==> src/rtl/ahb_timer_slave_pkg.sv <==
// Shared AHB-Lite constants, register map and FSM state type
// for the memory-mapped machine timer responder.
package ahb_timer_slave_pkg;

   localparam logic [1:0] HTRANS_IDLE   = 2'b00;
   localparam logic [1:0] HTRANS_BUSY   = 2'b01;
   localparam logic [1:0] HTRANS_NONSEQ = 2'b10;
   localparam logic [1:0] HTRANS_SEQ    = 2'b11;

   localparam logic [2:0] HSIZE_BYTE = 3'b000;
   localparam logic [2:0] HSIZE_HALF = 3'b001;
   localparam logic [2:0] HSIZE_WORD = 3'b010;

   typedef enum logic {
      HRESP_OKAY  = 1'b0,
      HRESP_ERROR = 1'b1
   } hresp_e;

   localparam logic [2:0] OFF_MTIME_LO = 3'd0;
   localparam logic [2:0] OFF_MTIME_HI = 3'd1;
   localparam logic [2:0] OFF_CMP_LO   = 3'd2;
   localparam logic [2:0] OFF_CMP_HI   = 3'd3;
   localparam logic [2:0] OFF_CTRL     = 3'd4;
   localparam logic [2:0] OFF_STATUS   = 3'd5;
   localparam logic [2:0] OFF_PRESCALE = 3'd6;
   localparam logic [2:0] OFF_UNMAPPED = 3'd7;

   typedef enum logic [2:0] {
      ST_IDLE,
      ST_WAIT,
      ST_DONE,
      ST_ERR1,
      ST_ERR2
   } state_e;

   function automatic logic is_legal(
      input logic [2:0] off,
      input logic [2:0] size,
      input logic [1:0] lsb
   );
      return (off != OFF_UNMAPPED) &&
             (size == HSIZE_WORD) &&
             (lsb == 2'b00);
   endfunction

endpackage

==> src/rtl/ahb_timer_slave_if.sv <==
// AHB-Lite bus bundle between the interconnect and the
// timer responder.
interface ahb_timer_slave_if;

   logic        hsel;
   logic [31:0] haddr;
   logic [1:0]  htrans;
   logic        hwrite;
   logic [2:0]  hsize;
   logic [3:0]  hprot;
   logic [31:0] hwdata;
   logic        hready_in;
   logic [31:0] hrdata;
   logic        hready;
   logic        hresp;

   modport master (
      output hsel, haddr, htrans, hwrite, hsize,
      output hprot, hwdata, hready_in,
      input  hrdata, hready, hresp
   );

   modport slave (
      input  hsel, haddr, htrans, hwrite, hsize,
      input  hprot, hwdata, hready_in,
      output hrdata, hready, hresp
   );

endinterface

==> src/rtl/ahb_timer_slave_timer_counter.sv <==
// Prescaler, 64-bit mtime, compare and sticky pending flag,
// plus the register file read mux for the timer.
module timer_counter
   import ahb_timer_slave_pkg::*;
#(
   parameter int PRESC_W = 16
) (
   input  logic        clk,
   input  logic        reset,
   input  logic        wr_en,
   input  logic [2:0]  wr_off,
   input  logic [31:0] wdata,
   input  logic [2:0]  rd_off,
   output logic [31:0] rdata,
   output logic        irq
);

   localparam logic [PRESC_W-1:0] PRESC_ONE = 1;

   logic [63:0]        mtime;
   logic [63:0]        mtimecmp;
   logic [63:0]        mtime_nxt;
   logic [63:0]        cmp_nxt;
   logic [PRESC_W-1:0] prescale;
   logic [PRESC_W-1:0] presc_cnt;
   logic               en;
   logic               irq_en;
   logic               pending;
   logic               pend_nxt;
   logic               tick;
   logic               w1c;

   assign tick = en & (presc_cnt == prescale);
   assign w1c  = wr_en & (wr_off == OFF_STATUS) & wdata[0];

   // Next time/compare values; a bus write replaces the tick.
   always_comb begin
      mtime_nxt = tick ? mtime + 64'd1 : mtime;
      cmp_nxt   = mtimecmp;
      if (wr_en) begin
         case (wr_off)
            OFF_MTIME_LO: mtime_nxt = {mtime[63:32], wdata};
            OFF_MTIME_HI: mtime_nxt = {wdata, mtime[31:0]};
            OFF_CMP_LO:   cmp_nxt   = {mtimecmp[63:32], wdata};
            OFF_CMP_HI:   cmp_nxt   = {wdata, mtimecmp[31:0]};
            default: ;
         endcase
      end
      pend_nxt = (mtime_nxt >= cmp_nxt) | (pending & ~w1c);
   end

   // Timer state; compare set wins over a same-cycle clear.
   always_ff @(posedge clk or negedge reset) begin
      if (!reset) begin
         mtime     <= '0;
         mtimecmp  <= '1;
         prescale  <= '0;
         presc_cnt <= '0;
         en        <= 1'b0;
         irq_en    <= 1'b0;
         pending   <= 1'b0;
         irq       <= 1'b0;
      end else begin
         mtime    <= mtime_nxt;
         mtimecmp <= cmp_nxt;
         pending  <= pend_nxt;
         irq      <= pending & irq_en;
         if (en)
            presc_cnt <= tick ? '0 : presc_cnt + PRESC_ONE;
         if (wr_en && wr_off == OFF_CTRL) begin
            en     <= wdata[0];
            irq_en <= wdata[1];
         end
         if (wr_en && wr_off == OFF_PRESCALE)
            prescale <= wdata[PRESC_W-1:0];
      end
   end

   // Register read mux; the unmapped slot reads zero.
   always_comb begin
      rdata = '0;
      case (rd_off)
         OFF_MTIME_LO: rdata = mtime[31:0];
         OFF_MTIME_HI: rdata = mtime[63:32];
         OFF_CMP_LO:   rdata = mtimecmp[31:0];
         OFF_CMP_HI:   rdata = mtimecmp[63:32];
         OFF_CTRL:     rdata = {30'd0, irq_en, en};
         OFF_STATUS:   rdata = {31'd0, pending};
         OFF_PRESCALE: rdata = 32'(prescale);
         default:      rdata = '0;
      endcase
   end

endmodule

==> src/rtl/ahb_timer_slave.sv <==
// AHB-Lite responder for the machine timer: data-phase
// registers and the wait/error FSM in front of timer_counter.
module ahb_timer_slave
   import ahb_timer_slave_pkg::*;
#(
   parameter int WAIT_STATES = 0,
   parameter int PRESC_W     = 16
) (
   input  logic             clk,
   input  logic             reset,
   ahb_timer_slave_if.slave bus,
   output logic             irq
);

   localparam logic [1:0] WS_LAST =
      (WAIT_STATES > 0) ? 2'(WAIT_STATES - 1) : 2'd0;

   state_e      state;
   logic [1:0]  wait_cnt;
   logic [2:0]  dp_off;
   logic        dp_write;
   logic        hready_q;
   hresp_e      hresp_q;
   logic        accept;
   logic        legal;
   logic        wr_en;
   logic        rd_done;
   logic [31:0] rdata;
   logic        unused_bits;

   assign accept  = bus.hsel & bus.hready_in & bus.htrans[1];
   assign legal   = is_legal(bus.haddr[4:2], bus.hsize,
                             bus.haddr[1:0]);
   assign wr_en   = (state == ST_DONE) & dp_write;
   assign rd_done = (state == ST_DONE) & ~dp_write;

   assign bus.hready = hready_q;
   assign bus.hresp  = hresp_q;
   assign bus.hrdata = rd_done ? rdata : 32'd0;

   assign unused_bits = ^{bus.hprot, bus.haddr[31:5],
                          bus.htrans[0]};

   // Data-phase FSM; new address taken whenever bus is free.
   always_ff @(posedge clk or negedge reset) begin
      if (!reset) begin
         state    <= ST_IDLE;
         wait_cnt <= '0;
         dp_off   <= '0;
         dp_write <= 1'b0;
         hready_q <= 1'b1;
         hresp_q  <= HRESP_OKAY;
      end else begin
         unique case (state)
            ST_WAIT: begin
               if (wait_cnt == 2'd0) begin
                  state    <= ST_DONE;
                  hready_q <= 1'b1;
               end else begin
                  wait_cnt <= wait_cnt - 2'd1;
               end
            end
            ST_ERR1: begin
               state    <= ST_ERR2;
               hready_q <= 1'b1;
               hresp_q  <= HRESP_ERROR;
            end
            default: begin
               if (accept) begin
                  dp_off   <= bus.haddr[4:2];
                  dp_write <= bus.hwrite;
                  if (!legal) begin
                     state    <= ST_ERR1;
                     hready_q <= 1'b0;
                     hresp_q  <= HRESP_ERROR;
                  end else if (WAIT_STATES > 0) begin
                     state    <= ST_WAIT;
                     wait_cnt <= WS_LAST;
                     hready_q <= 1'b0;
                     hresp_q  <= HRESP_OKAY;
                  end else begin
                     state    <= ST_DONE;
                     hready_q <= 1'b1;
                     hresp_q  <= HRESP_OKAY;
                  end
               end else begin
                  state    <= ST_IDLE;
                  hready_q <= 1'b1;
                  hresp_q  <= HRESP_OKAY;
               end
            end
         endcase
      end
   end

   timer_counter #(
      .PRESC_W (PRESC_W)
   ) u_counter (
      .clk    (clk),
      .reset  (reset),
      .wr_en  (wr_en),
      .wr_off (dp_off),
      .wdata  (bus.hwdata),
      .rd_off (dp_off),
      .rdata  (rdata),
      .irq    (irq)
   );

endmodule
==> src/flat_wrapper.sv <==
// flat-port wrapper written by rule: the top's interface ports become plain ports
module ahb_timer_slave_flat import ahb_timer_slave_pkg::*;
#(
   parameter int WAIT_STATES = 0,
   parameter int PRESC_W     = 16
)
  (clk, reset, irq, bus_hsel, bus_haddr, bus_htrans, bus_hwrite, bus_hsize, bus_hprot, bus_hwdata, bus_hready_in, bus_hrdata, bus_hready, bus_hresp);
  ahb_timer_slave_if bus_i ();
  input  logic clk;
  input  logic reset;
  output logic irq;
  input wire logic [$bits(bus_i.hsel)-1:0] bus_hsel;
  input wire logic [$bits(bus_i.haddr)-1:0] bus_haddr;
  input wire logic [$bits(bus_i.htrans)-1:0] bus_htrans;
  input wire logic [$bits(bus_i.hwrite)-1:0] bus_hwrite;
  input wire logic [$bits(bus_i.hsize)-1:0] bus_hsize;
  input wire logic [$bits(bus_i.hprot)-1:0] bus_hprot;
  input wire logic [$bits(bus_i.hwdata)-1:0] bus_hwdata;
  input wire logic [$bits(bus_i.hready_in)-1:0] bus_hready_in;
  output wire logic [$bits(bus_i.hrdata)-1:0] bus_hrdata;
  output wire logic [$bits(bus_i.hready)-1:0] bus_hready;
  output wire logic [$bits(bus_i.hresp)-1:0] bus_hresp;
  assign bus_i.hsel = bus_hsel;
  assign bus_i.haddr = bus_haddr;
  assign bus_i.htrans = bus_htrans;
  assign bus_i.hwrite = bus_hwrite;
  assign bus_i.hsize = bus_hsize;
  assign bus_i.hprot = bus_hprot;
  assign bus_i.hwdata = bus_hwdata;
  assign bus_i.hready_in = bus_hready_in;
  assign bus_hrdata = bus_i.hrdata;
  assign bus_hready = bus_i.hready;
  assign bus_hresp = bus_i.hresp;
  ahb_timer_slave #(.WAIT_STATES(WAIT_STATES), .PRESC_W(PRESC_W)) u_core (.clk(clk), .reset(reset), .bus(bus_i), .irq(irq));
endmodule
==> config.mk <==
export PLATFORM = sky130hd
export DESIGN_NAME = ahb_timer_slave_flat
export DESIGN_NICKNAME = d
export VERILOG_FILES = /design/src/rtl/ahb_timer_slave_pkg.sv /design/src/rtl/ahb_timer_slave_if.sv /design/src/rtl/ahb_timer_slave_timer_counter.sv /design/src/rtl/ahb_timer_slave.sv /design/src/flat_wrapper.sv
export SDC_FILE = /design/constraint.sdc
export NUM_CORES = 1
export LEC_CHECK = 0
export BUFFER_PORTS_ARGS = -buffer_cell sky130_fd_sc_hd__buf_2
export CORE_ASPECT_RATIO = 1.1
export CORE_UTILIZATION = 60
export DETAILED_ROUTE_END_ITERATION = 7
export GPL_ROUTABILITY_DRIVEN = 0
export GPL_TIMING_DRIVEN = 0
export PLACE_DENSITY = 0.81
export SLEW_MARGIN = 10
export SYNTH_ARGS = -nofsm -noshare
export SYNTH_HDL_FRONTEND = slang
export SYNTH_SLANG_ARGS = --single-unit
==> constraint.sdc <==
create_clock -name clk -period 4.5 [get_ports clk]
set_clock_uncertainty 0.1 [all_clocks]
set_input_delay 0.675 -clock clk [delete_from_list [all_inputs] [get_ports clk]]
set_output_delay 0.675 -clock clk [all_outputs]
set_load 0.01 [all_outputs]
==> results.tsv, run 1 <==
metric	value	unit
commonest cells in the synthesized netlist	dfrtp_1 (110), nand2_1 (98), nor2_1 (88)	
Final period util	0.991	
CTS Sinks	175	
# DRC	0	
port bufs	80	
DP Wirelength	25800	um
Detail Route Antenna Nets	0	
row cnt	52	
P_leak	5.63	nW
largest cells by area after synthesis	dfrtp_1 (24%), dfstp_2 (15%), mux2_2 (8.0%), ha_1 (7.4%), a22oi_1 (4.2%)	
vias per inst	6.70	
Num CTS Buffers	17	
area share of the largest cell type after synthesis	0.242	
Synth Cell Area	11400	um^2
worst setup margin	0.0417	ns
DR pass1 iterations	7	
Yosys warnings	0	
Max IR drop VDD	0.339	mV
worst skew pair latency	0.44	ns
average size of a mapped cell	9.32	um^2
hold buffer count at cts	0	
Area Growth Syn to Fin	13.7	%
post-DR wirelength/cell	22.6	um
Setup crit end kind	register	
share of layout cells above drive strength 1	0.243	
Via Count	10584	
sequential share of the synthesized area	0.392	
CTS tree	done	
first-pass GRT wire length	55000	um
status	finished, final reports clean	
CP Max Fanout	10	
most common cell in the synthesized netlist	dfrtp_1	
maxcap violations	0	
post-synth top area cell	dfrtp_1	
DR iter-0 viols	1479	
synth unique cells	62	
setup TNS	0	ns
Core Region	18500	um^2
Crit Path Class	register to register	
residual overflow from global routing	0	
pwr dens	589	nW/um^2
highest clock rate	0.224	GHz
H-tree depth	4	
Clock Pin Slew Worst Setup and Hold Paths	0.07	ns
Mapped Nets	1365	
nets	1469	
Hold Vio Cnt, Final	0	
Final setup viols	0	
Tmin final	4.46	ns
DIE WIDTH	133	um
worst-margin pin slew	0.820	ns
vias in the first global route	10070	
reg2reg path depth	17	
io pins	113	
number of flops mapped to enable cells by yosys	0	
WP data required	4.70	ns
Post-Route WL	35700	um
ys flop type	dfrtp_1	
Root Driver	clkbuf_16	
slew margin rel.	0.453	
pin count of the biggest net entering global routing	111	
critical path data arrival time	4.66	ns
Ant. Diodes	0	
Initial Util	0.615	
Seq cells post-synth	175	
post-place setup slack	-0.689	ns
CP startpoint kind	register	
Die ar.	19500	um^2
initial antenna violation count	0	
Total GRT Usage	0.367	
Die Ht	146	um
Synth async-reset ratio	1.00	
Overall Power	7.61	mW
Pins Over Slew Limit	0	
post-synthesis cell count	1220	
worst min path class	input pin to asynchronous set/reset pin	
Max Buffers Root-to-Sink	2	
-- through the flow --
stage          hold WS, ns  instance area [um^2]   util  instances
2_1_floorplan        0.279                 11400      -       1220
3_3_place_gp         0.362                 12100  0.653       1543
3_5_place_dp         0.371                 12100  0.656       1545
4_1_cts              0.104                 12800  0.691       1577
5_1_grt              0.128                 12900  0.700       1580
6_report            0.0862                 12900  0.700       1580
-- worst paths after layout --
kind	from	to	slack (ns)
min in group clk	bus_hwrite	u_core.dp_write$_DFFE_PN0P_	0.37
max	u_core.u_counter.presc_cnt[3]$_DFFE_PN0P_	u_core.u_counter.pending$_DFF_PN0_	0.04
min	reset	u_core.u_counter.mtime[27]$_DFF_PN0_	0.09
max reg2reg	u_core.u_counter.presc_cnt[3]$_DFFE_PN0P_	u_core.u_counter.pending$_DFF_PN0_	0.04
max in group asynchronous	reset	u_core.u_counter.presc_cnt[2]$_DFFE_PN0P_	3.29
min reg2reg	u_core.wait_cnt[0]$_DFFE_PN0P_	u_core.wait_cnt[0]$_DFFE_PN0P_	0.37
-- where the power goes --
part | internal (mW) | switching, mW | leakage, nW | total, mW
Clock | 0.764 | 0.652 | 0.252 | 1.42
Combinational | 1.38 | 1.91 | 3.36 | 3.29
Sequential | 2.28 | 0.630 | 2.01 | 2.91
-- flip-flops by register name (all words and copies together), names as in the netlist --
name                        flops
u_core.wait_cnt                 2
u_core.u_counter.pending        1
u_core.bus.hresp                1
u_core.u_counter.irq_en         1
u_core.state                    3
u_core.u_counter.en             1
u_core.u_counter.mtimecmp      64
u_core.dp_off                   3
u_core.bus.hready               1
u_core.u_counter.irq            1
u_core.u_counter.mtime         64
u_core.u_counter.presc_cnt     16
u_core.u_counter.prescale      16
u_core.dp_write                 1
-- cells by family after synthesis --
family          share of synthesized area
fa+ha+maj                          0.0737
flops                               0.392
buf+inv                            0.0503
simple gates                        0.170
mux                                 0.102
xor+xnor                           0.0401
compound gates                      0.171
-- cell type report --
cell class	instances	area [um^2]
tap	243	304
fill	1435	5550
buffer	72	339
clock inverter	9	88.8
timing repair buffer	88	490
sequential	175	4460
clock buffer	23	448
multi-input combinational	900	6530
inverter	70	263
-- layer usage --
| metal | track usage | part of all wire | vias to the layer above |
|---|---|---|---|
| li1 | - | - | 4668 |
| met3 | 0.0889 | 0.10 | 154 |
| met5 | 0 | 0 | - |
| met1 | 0.480 | 0.39 | 5096 |
| met2 | 0.577 | 0.46 | 666 |
| met4 | 0.164 | 0.047 | 0 |
-- worst max-delay path, stage by stage (launching register included) --
cell,delay [ns]
dfrtp_1,0.46
xnor2_2,0.21
nand4_1,0.20
nor4_4,0.42
buf_6,0.20
and2_1,0.13
clkbuf_4,0.21
buf_6,0.18
o21ai_0,0.12
a21oi_1,0.22
ha_1,0.25
nand2b_1,0.18
a2111oi_4,0.40
nor3_2,0.14
a221oi_2,0.31
o21ai_1,0.17
a311oi_1,0.26
o21ai_0,0.15
-- what timing repair did --
action / CTS / global route
resized for setup: 28 / 38
endpoints found under the hold margin: 0 / 0
setup buffers: 3 / 3
endpoints found under the setup margin: 1 / 1
pin swaps: 2 / 7
-- cells in the final DEF (no fill, tap or decap), types with 56 or more instances in the layout --
cell type | synthesis | final
dfrtp_1 | 110 | 109
a21oi_1 | 79 | 79
mux2_2 | 81 | 81
buf_2 | 12 | 89
ha_1 | 67 | 67
inv_1 | 70 | 70
nor2_1 | 88 | 87
a22oi_1 | 63 | 63
dfstp_2 | 65 | 65
nand2_1 | 98 | 98
nand3_1 | 56 | 56
Note: power is estimated with default switching activity, not from simulation.
==> run 2, diff against run 1 <==
--- a/config.mk
+++ b/config.mk
@@ -11,6 +11,7 @@
 export DETAILED_ROUTE_END_ITERATION = 7
 export GPL_ROUTABILITY_DRIVEN = 0
 export GPL_TIMING_DRIVEN = 0
+export MAX_ROUTING_LAYER = met4
 export PLACE_DENSITY = 0.81
 export SLEW_MARGIN = 10
 export SYNTH_ARGS = -nofsm -noshare
==> results.tsv, run 2 (synthesis results as in run 1) <==
metric	value	unit	change
part of the power in registers	0.383		about the same
Area Growth Syn to Fin	13.7	%	about the same
worst setup path startpoint	u_core.u_counter.presc_cnt[3]$_DFFE_PN0P_		
Total GRT Usage	0.378		+0.0112
io pins	113		unchanged
status	finished, final reports clean		
Via Count	10584		unchanged
Post-Route WL	35600	um	-0.35%
combinational share of power	0.431		about the same
Max Buffers Root-to-Sink	2		unchanged
hold buffer count at cts	0		unchanged
worst setup margin	0.0327	ns	-0.00907 ns
Critical Path End	u_core.u_counter.pending$_DFF_PN0_		
Crit Path Class	register to register		
DIE WIDTH	133	um	unchanged
# DRC	0		unchanged
Hold Vio Cnt, Final	0		unchanged
Clock Pin Slew Worst Setup and Hold Paths	0.07	ns	about the same
NetSw	3.17	mW	-0.51%
worst-margin pin slew	0.837	ns	+0.0168 ns
CP startpoint kind	register		
CTS tree	done		
residual overflow from global routing	0		unchanged
Overall Power	7.60	mW	-0.22%
most common cell after layout, fill and taps aside	dfrtp_1		
footprint of the multi-input gates	6530	um^2	about the same
row cnt	52		unchanged
register area	4460	um^2	about the same
biggest regs	u_core.u_counter.mtime x64, u_core.u_counter.mtimecmp x64		
R2R Path Start	u_core.u_counter.presc_cnt[3]$_DFFE_PN0P_		
highest clock rate	0.224	GHz	-0.20%
DP Wirelength	25800	um	unchanged
Pins Over Slew Limit	0		unchanged
Sw Ratio	0.418		-0.00122
Ant. Diodes	0		unchanged
critical path data arrival time	4.67	ns	about the same
worst skew pair latency	0.44	ns	about the same
Root Driver	clkbuf_16		
Final period util	0.993		+0.00202
Max IR drop VDD	0.338	mV	-0.37%
Initial Util	0.615		unchanged
worst min path class	input pin to asynchronous set/reset pin		
Final setup viols	0		unchanged
nets	1469		unchanged
fill count	1435		unchanged
WP data required	4.70	ns	about the same
Core Region	18500	um^2	unchanged
port bufs	80		unchanged
Detail Route Antenna Nets	0		unchanged
pwr dens	588	nW/um^2	-0.19%
post-DR wirelength/cell	22.5	um	-0.35%
CTS Sinks	175		unchanged
Reg-to-Reg End	u_core.u_counter.pending$_DFF_PN0_		
Setup crit end kind	register		
leading cell types in the layout, fill and taps excluded	dfrtp_1 (108), nand2_1 (98), buf_2 (89)		
Clock Power Share	0.186		about the same
Die ar.	19500	um^2	unchanged
Die Ht	146	um	unchanged
P_leak	5.62	nW	about the same
internal power	4.42	mW	about the same
placed cells	1545		unchanged
R2R setup slack	0.03	ns	about the same
Tmin final	4.47	ns	+0.00907 ns
Non-Filler Instances	1580		unchanged
Num CTS Buffers	17		unchanged
maxcap violations	0		unchanged
CP Max Fanout	10		unchanged
post-place setup slack	-0.689	ns	unchanged
share of layout cells above drive strength 1	0.243		unchanged
vias per inst	6.70		unchanged
pin count of the biggest net entering global routing	111		unchanged
DR iter-0 viols	1433		-3.1%
H-tree depth	4		unchanged
first-pass GRT wire length	55000	um	about the same
slew margin rel.	0.442		-0.0112
DR pass1 iterations	7		unchanged
reg2reg path depth	17		unchanged
initial antenna violation count	0		unchanged
vias in the first global route	10031		-0.39%
-- run 2: cell count changes in the layout (fill, tap and decap cells not counted) --
cell,change
o311ai_0,+1
dfrtp_1,-1
nor3_2,-1
o311ai_1,-1
dfrtp_2,+1
nor3_1,+1
-- run 2: metrics by stage --
stage / setup TNS, ns / instance area (um^2) / hold slack (ns) / util
2_1_floorplan: 0 / 11400 / 0.279 / -
5_1_grt: -0.113 / 12900 / 0.133 / 0.699
3_5_place_dp: -0.689 / 12100 / 0.371 / 0.656
4_1_cts: 0 / 12800 / 0.104 / 0.691
6_report: 0 / 12900 / 0.0788 / 0.699
3_3_place_gp: -16.12 / 12100 / 0.362 / 0.653
-- run 2: area by class of cell --
type / count / area share
inverter: 70 / 0.0203
buffer: 72 / 0.0262
timing repair buffer: 88 / 0.0380
sequential: 175 / 0.345
clock inverter: 9 / 0.00687
tap: 243 / 0.0235
clock buffer: 23 / 0.0347
multi-input combinational: 900 / 0.505
-- run 2: per-layer routing --
layer	wire, um	vias to the layer above	track usage	part of all wire
li1	-	4672	-	-
met1	14000	5119	0.483	0.39
met2	16300	650	0.581	0.46
met3	3710	143	0.0847	0.10
met4	1550	0	0.155	0.044
met5	0	-	-	0
-- run 2: power groups by stage --
stage / logic, mW / registers, mW / clock network (mW)
2_1_floorplan: 2.20 / 2.69 / 0
3_3_place_gp: 2.88 / 2.84 / 0
3_5_place_dp: 3.01 / 2.87 / 0
4_1_cts: 3.10 / 2.85 / 1.41
5_1_grt: 3.60 / 2.96 / 1.47
6_report: 3.27 / 2.91 / 1.42
-- run 2: how the worst min path moves through the flow --
stage / from / to / slack, ns / cells past startpoint
6_report: reset / u_core.u_counter.mtime[27]$_DFF_PN0_ / 0.08 / 1
4_1_cts: reset / u_core.u_counter.mtime[23]$_DFF_PN0_ / 0.10 / 1
3_5_place_dp: u_core.wait_cnt[0]$_DFFE_PN0P_ / u_core.wait_cnt[0]$_DFFE_PN0P_ / 0.37 / 1
5_1_grt: reset / u_core.u_counter.mtime[58]$_DFF_PN0_ / 0.13 / 1
2_1_floorplan: reset / u_core.bus.hresp$_DFFE_PN0N_ / 0.28 / 0
3_3_place_gp: u_core.wait_cnt[1]$_DFFE_PN0P_ / u_core.wait_cnt[1]$_DFFE_PN0P_ / 0.36 / 2
-- run 2: what timing repair did --
item | in CTS | in global routing
pin swaps | 2 | 7
setup buffers | 3 | 3
endpoints found under the setup margin | 1 | 1
hold endpoints to repair | 0 | 0
gates resized for setup | 28 | 37
-- run 2: critical path, stage by stage, from the launching register on --
cell and delay (ns):
dfrtp_2 0.45, xnor2_2 0.20, nand4_1 0.20, nor4_4 0.41
buf_6 0.20, and2_1 0.13, clkbuf_4 0.21, buf_6 0.18
o21ai_0 0.12, a21oi_1 0.24, ha_1 0.26, nand2b_1 0.18
a2111oi_4 0.39, nor3_2 0.13, a221oi_2 0.32, o21ai_1 0.18
a311oi_1 0.27, o21ai_0 0.15
==> run 3, diff against run 2 <==
--- a/config.mk
+++ b/config.mk
@@ -5,6 +5,7 @@
 export SDC_FILE = /design/constraint.sdc
 export NUM_CORES = 1
 export LEC_CHECK = 0
+export ABC_AREA = 1
 export BUFFER_PORTS_ARGS = -buffer_cell sky130_fd_sc_hd__buf_2
 export CORE_ASPECT_RATIO = 1.1
 export CORE_UTILIZATION = 60
@@ -12,7 +13,7 @@
 export GPL_ROUTABILITY_DRIVEN = 0
 export GPL_TIMING_DRIVEN = 0
 export MAX_ROUTING_LAYER = met4
-export PLACE_DENSITY = 0.81
+export PLACE_DENSITY = 0.8
 export SLEW_MARGIN = 10
 export SYNTH_ARGS = -nofsm -noshare
 export SYNTH_HDL_FRONTEND = slang
==> results.tsv, run 3 <==
metric	value	unit	change
internal power	4.81	mW	+8.7%
Sw Ratio	0.473		+0.0557
vias in the first global route	13417		+34%
DIE WIDTH	142	um	+6.8%
synth unique cells	47		-24%
nets	2126		+45%
DP Wirelength	36600	um	+42%
post-DR wirelength/cell	21.5	um	-4.5%
Clock Power Share	0.170		-0.016
residual overflow from global routing	0		unchanged
Area Growth Syn to Fin	10.8	%	
post-synth top area cell	dfrtp_1		
Seq cells post-synth	175		unchanged
worst-margin pin slew	1.00	ns	+0.167 ns
combinational share of power	0.484		+0.053
pwr dens	635	nW/um^2	+8.0%
Total GRT Usage	0.469		+0.0908
crit-path most repeated cell	nand2_1		
Pins Over Slew Limit	0		unchanged
CP startpoint kind	register		
most common cell in the synthesized netlist	nand2_1		
Core Region	21300	um^2	+15%
Final setup viols	0		unchanged
Root Driver	clkbuf_16		
Num CTS Buffers	17		unchanged
first-pass GRT wire length	74500	um	+35%
Top delay family on crit path	buffers and inverters		
row cnt	56		+7.7%
R2R Path Start	u_core.dp_off[1]$_DFFE_PN0P_		
# DRC	0		unchanged
crit path max-delay cell type	clkbuf_1		
Synth async-reset ratio	1.00		unchanged
Yosys warnings	0		unchanged
register area	4460	um^2	about the same
unrepaired setup endpoints after global routing	false		
fill count	1932		+35%
Clock Pin Slew Worst Setup and Hold Paths	0.07	ns	about the same
Synth Cell Area	13000	um^2	+14%
Detail Route Antenna Nets	0		unchanged
vias per inst	6.27		-6.5%
Via Count	14324		+35%
largest cells by area after synthesis	dfrtp_1 (21%), nand2_1 (14%), dfstp_2 (13%), inv_1 (8.6%), ha_1 (6.5%)		
Setup crit end kind	register		
ordered cell list for the critical path	inv_1 > nand3_1 > inv_2 > clkbuf_1 > a221oi_1 > a21oi_1 > ha_1 > inv_1 > nor2_1 > o21ai_0 > nand2_1 > nor2_1 > and2_1 > nand2_1 > nand2_1 > nand2_1		
slew margin rel.	0.331		-0.112
share of layout cells above drive strength 1	0.131		-0.112
ys flop type	dfrtp_1		
pin count of the biggest net entering global routing	92		-17%
Mapped Nets	2026		+48%
part of the power in registers	0.346		-0.037
critical path data arrival time	4.61	ns	-0.06 ns
leading cell types in the layout, fill and taps excluded	nand2_1 (500), inv_1 (299), nor2_1 (153)		
Crit Path Class	register to register		
worst skew pair latency	0.46	ns	+0.02 ns
highest clock rate	0.229	GHz	+2.4%
CTS Sinks	175		unchanged
CP Max Fanout	10		unchanged
Tmin final	4.36	ns	-0.105 ns
worst setup path startpoint	u_core.dp_off[1]$_DFFE_PN0P_		
average size of a mapped cell	6.90	um^2	-26%
number of flops mapped to enable cells by yosys	0		unchanged
post-synthesis cell count	1881		+54%
worst setup margin	0.138	ns	+0.105 ns
WP data required	4.75	ns	+0.05 ns
maxcap violations	0		unchanged
worst min path class	input pin to asynchronous set/reset pin		
io pins	113		unchanged
Die ar.	22200	um^2	+14%
Final period util	0.969		-0.0234
Die Ht	156	um	+6.8%
sequential share of the synthesized area	0.344		-0.0488
Crit path largest cell delay	0.78	ns	+0.33 ns
commonest cells in the synthesized netlist	nand2_1 (500), inv_1 (299), nor2_1 (153)		
status	finished, final reports clean		
DR iter-0 viols	1845		+29%
Non-Filler Instances	2286		+45%
port bufs	80		unchanged
Hold Vio Cnt, Final	0		unchanged
DR pass1 iterations	7		unchanged
Max Buffers Root-to-Sink	2		unchanged
placed cells	2252		+46%
Post-Route WL	49200	um	+38%
post-place setup slack	0.340	ns	+1.03 ns
CP Buf/Inv Count	4		+1
CTS tree	done		
NetSw	4.32	mW	+36%
Initial Util	0.610		-0.00577
most common cell after layout, fill and taps aside	nand2_1		
Max IR drop VDD	0.311	mV	-7.9%
initial antenna violation count	2		+2
H-tree depth	4		unchanged
footprint of the multi-input gates	6990	um^2	+7.1%
P_leak	7.28	nW	+29%
area share of the largest cell type after synthesis	0.212		-0.0301
biggest regs	u_core.u_counter.mtime x64, u_core.u_counter.mtimecmp x64		
hold slack	0.109	ns	+0.0300 ns
==> run 3: power groups by stage <==
stage / registers, mW / logic, mW / clock network [mW]
global placement: 3.10 / 4.06 / 0
finish: 3.16 / 4.42 / 1.55
global route: 3.21 / 4.89 / 1.59
CTS: 3.11 / 4.25 / 1.53
detailed placement: 3.13 / 4.20 / 0
floorplan: 2.91 / 3.07 / 0
==> run 3: worst register-to-register path: stages, from the launching register on <==
cell      delay [ns]
dfrtp_1         0.44
inv_1           0.15
nand3_1         0.44
inv_2           0.35
clkbuf_1        0.78
a221oi_1        0.22
a21oi_1         0.25
ha_1            0.29
inv_1           0.07
nor2_1          0.04
o21ai_0         0.34
nand2_1         0.18
nor2_1          0.15
and2_1          0.13
nand2_1         0.14
nand2_1         0.14
nand2_1         0.05
==> run 3: cell families after synthesis <==
kind of cell	count (synthesis)	share of synthesized area
flops	175	0.344
mux	1	0.000867
xor+xnor	36	0.0243
buf+inv	386	0.119
fa+ha+maj	67	0.0646
simple gates	835	0.273
compound gates	381	0.175
==> run 3: cell type report <==
| cell class | instances | share of cell area |
|---|---|---|
| diodes | 2 | 0.000348 |
| plain buffers | 77 | 0.0264 |
| clock buffers | 20 | 0.0317 |
| clock inverters | 12 | 0.00939 |
| inverters | 309 | 0.0807 |
| multi-input cells | 1320 | 0.486 |
| flip-flops and latches | 175 | 0.310 |
| well taps | 290 | 0.0252 |
| repair buffers | 81 | 0.0304 |
==> run 3: per-layer routing <==
metal / vias to the layer above / GRT usage / share of wire
met5: - / - / 0
li1: 6367 / - / -
met3: 341 / 0.128 / 0.12
met4: 0 / 0.334 / 0.088
met1: 6539 / 0.548 / 0.36
met2: 1077 / 0.698 / 0.43
==> run 3: per-stage QoR <==
step                 util  cell area, um^2  TNS, ns  power (mW)
finish              0.675            14400        0        9.14
global route        0.675            14400        0        9.69
CTS                 0.675            14400        0        8.90
detailed placement  0.647            13800        0        7.33
global placement    0.645            13700   -13.56        7.16
floorplan               -            13000        0        5.98
==> run 3: path summary, 6_finish.rpt <==
check                                                     endpoint  slack (ns)  cells past startpoint
max in group asynchronous  u_core.u_counter.mtimecmp[47]$_DFF_PN1_        3.27                      2
min in group clk                       u_core.dp_write$_DFFE_PN0P_        0.34                      3
hold reg to reg                        u_core.state[2]$_DFFE_PN0N_        0.36                      1
hold / removal                         u_core.state[1]$_DFFE_PN0N_        0.11                      1
setup / recovery                u_core.u_counter.pending$_DFF_PN0_        0.14                     16
setup reg to reg                u_core.u_counter.pending$_DFF_PN0_        0.14                     16
==> run 3: timing repair <==
| item | CTS | global route |
|---|---|---|
| hold buffers | 0 | 0 |
| gates resized for setup | 0 | 3 |
| buffers inserted | 0 | 0 |
| endpoints found under the setup margin | 0 | 1 |
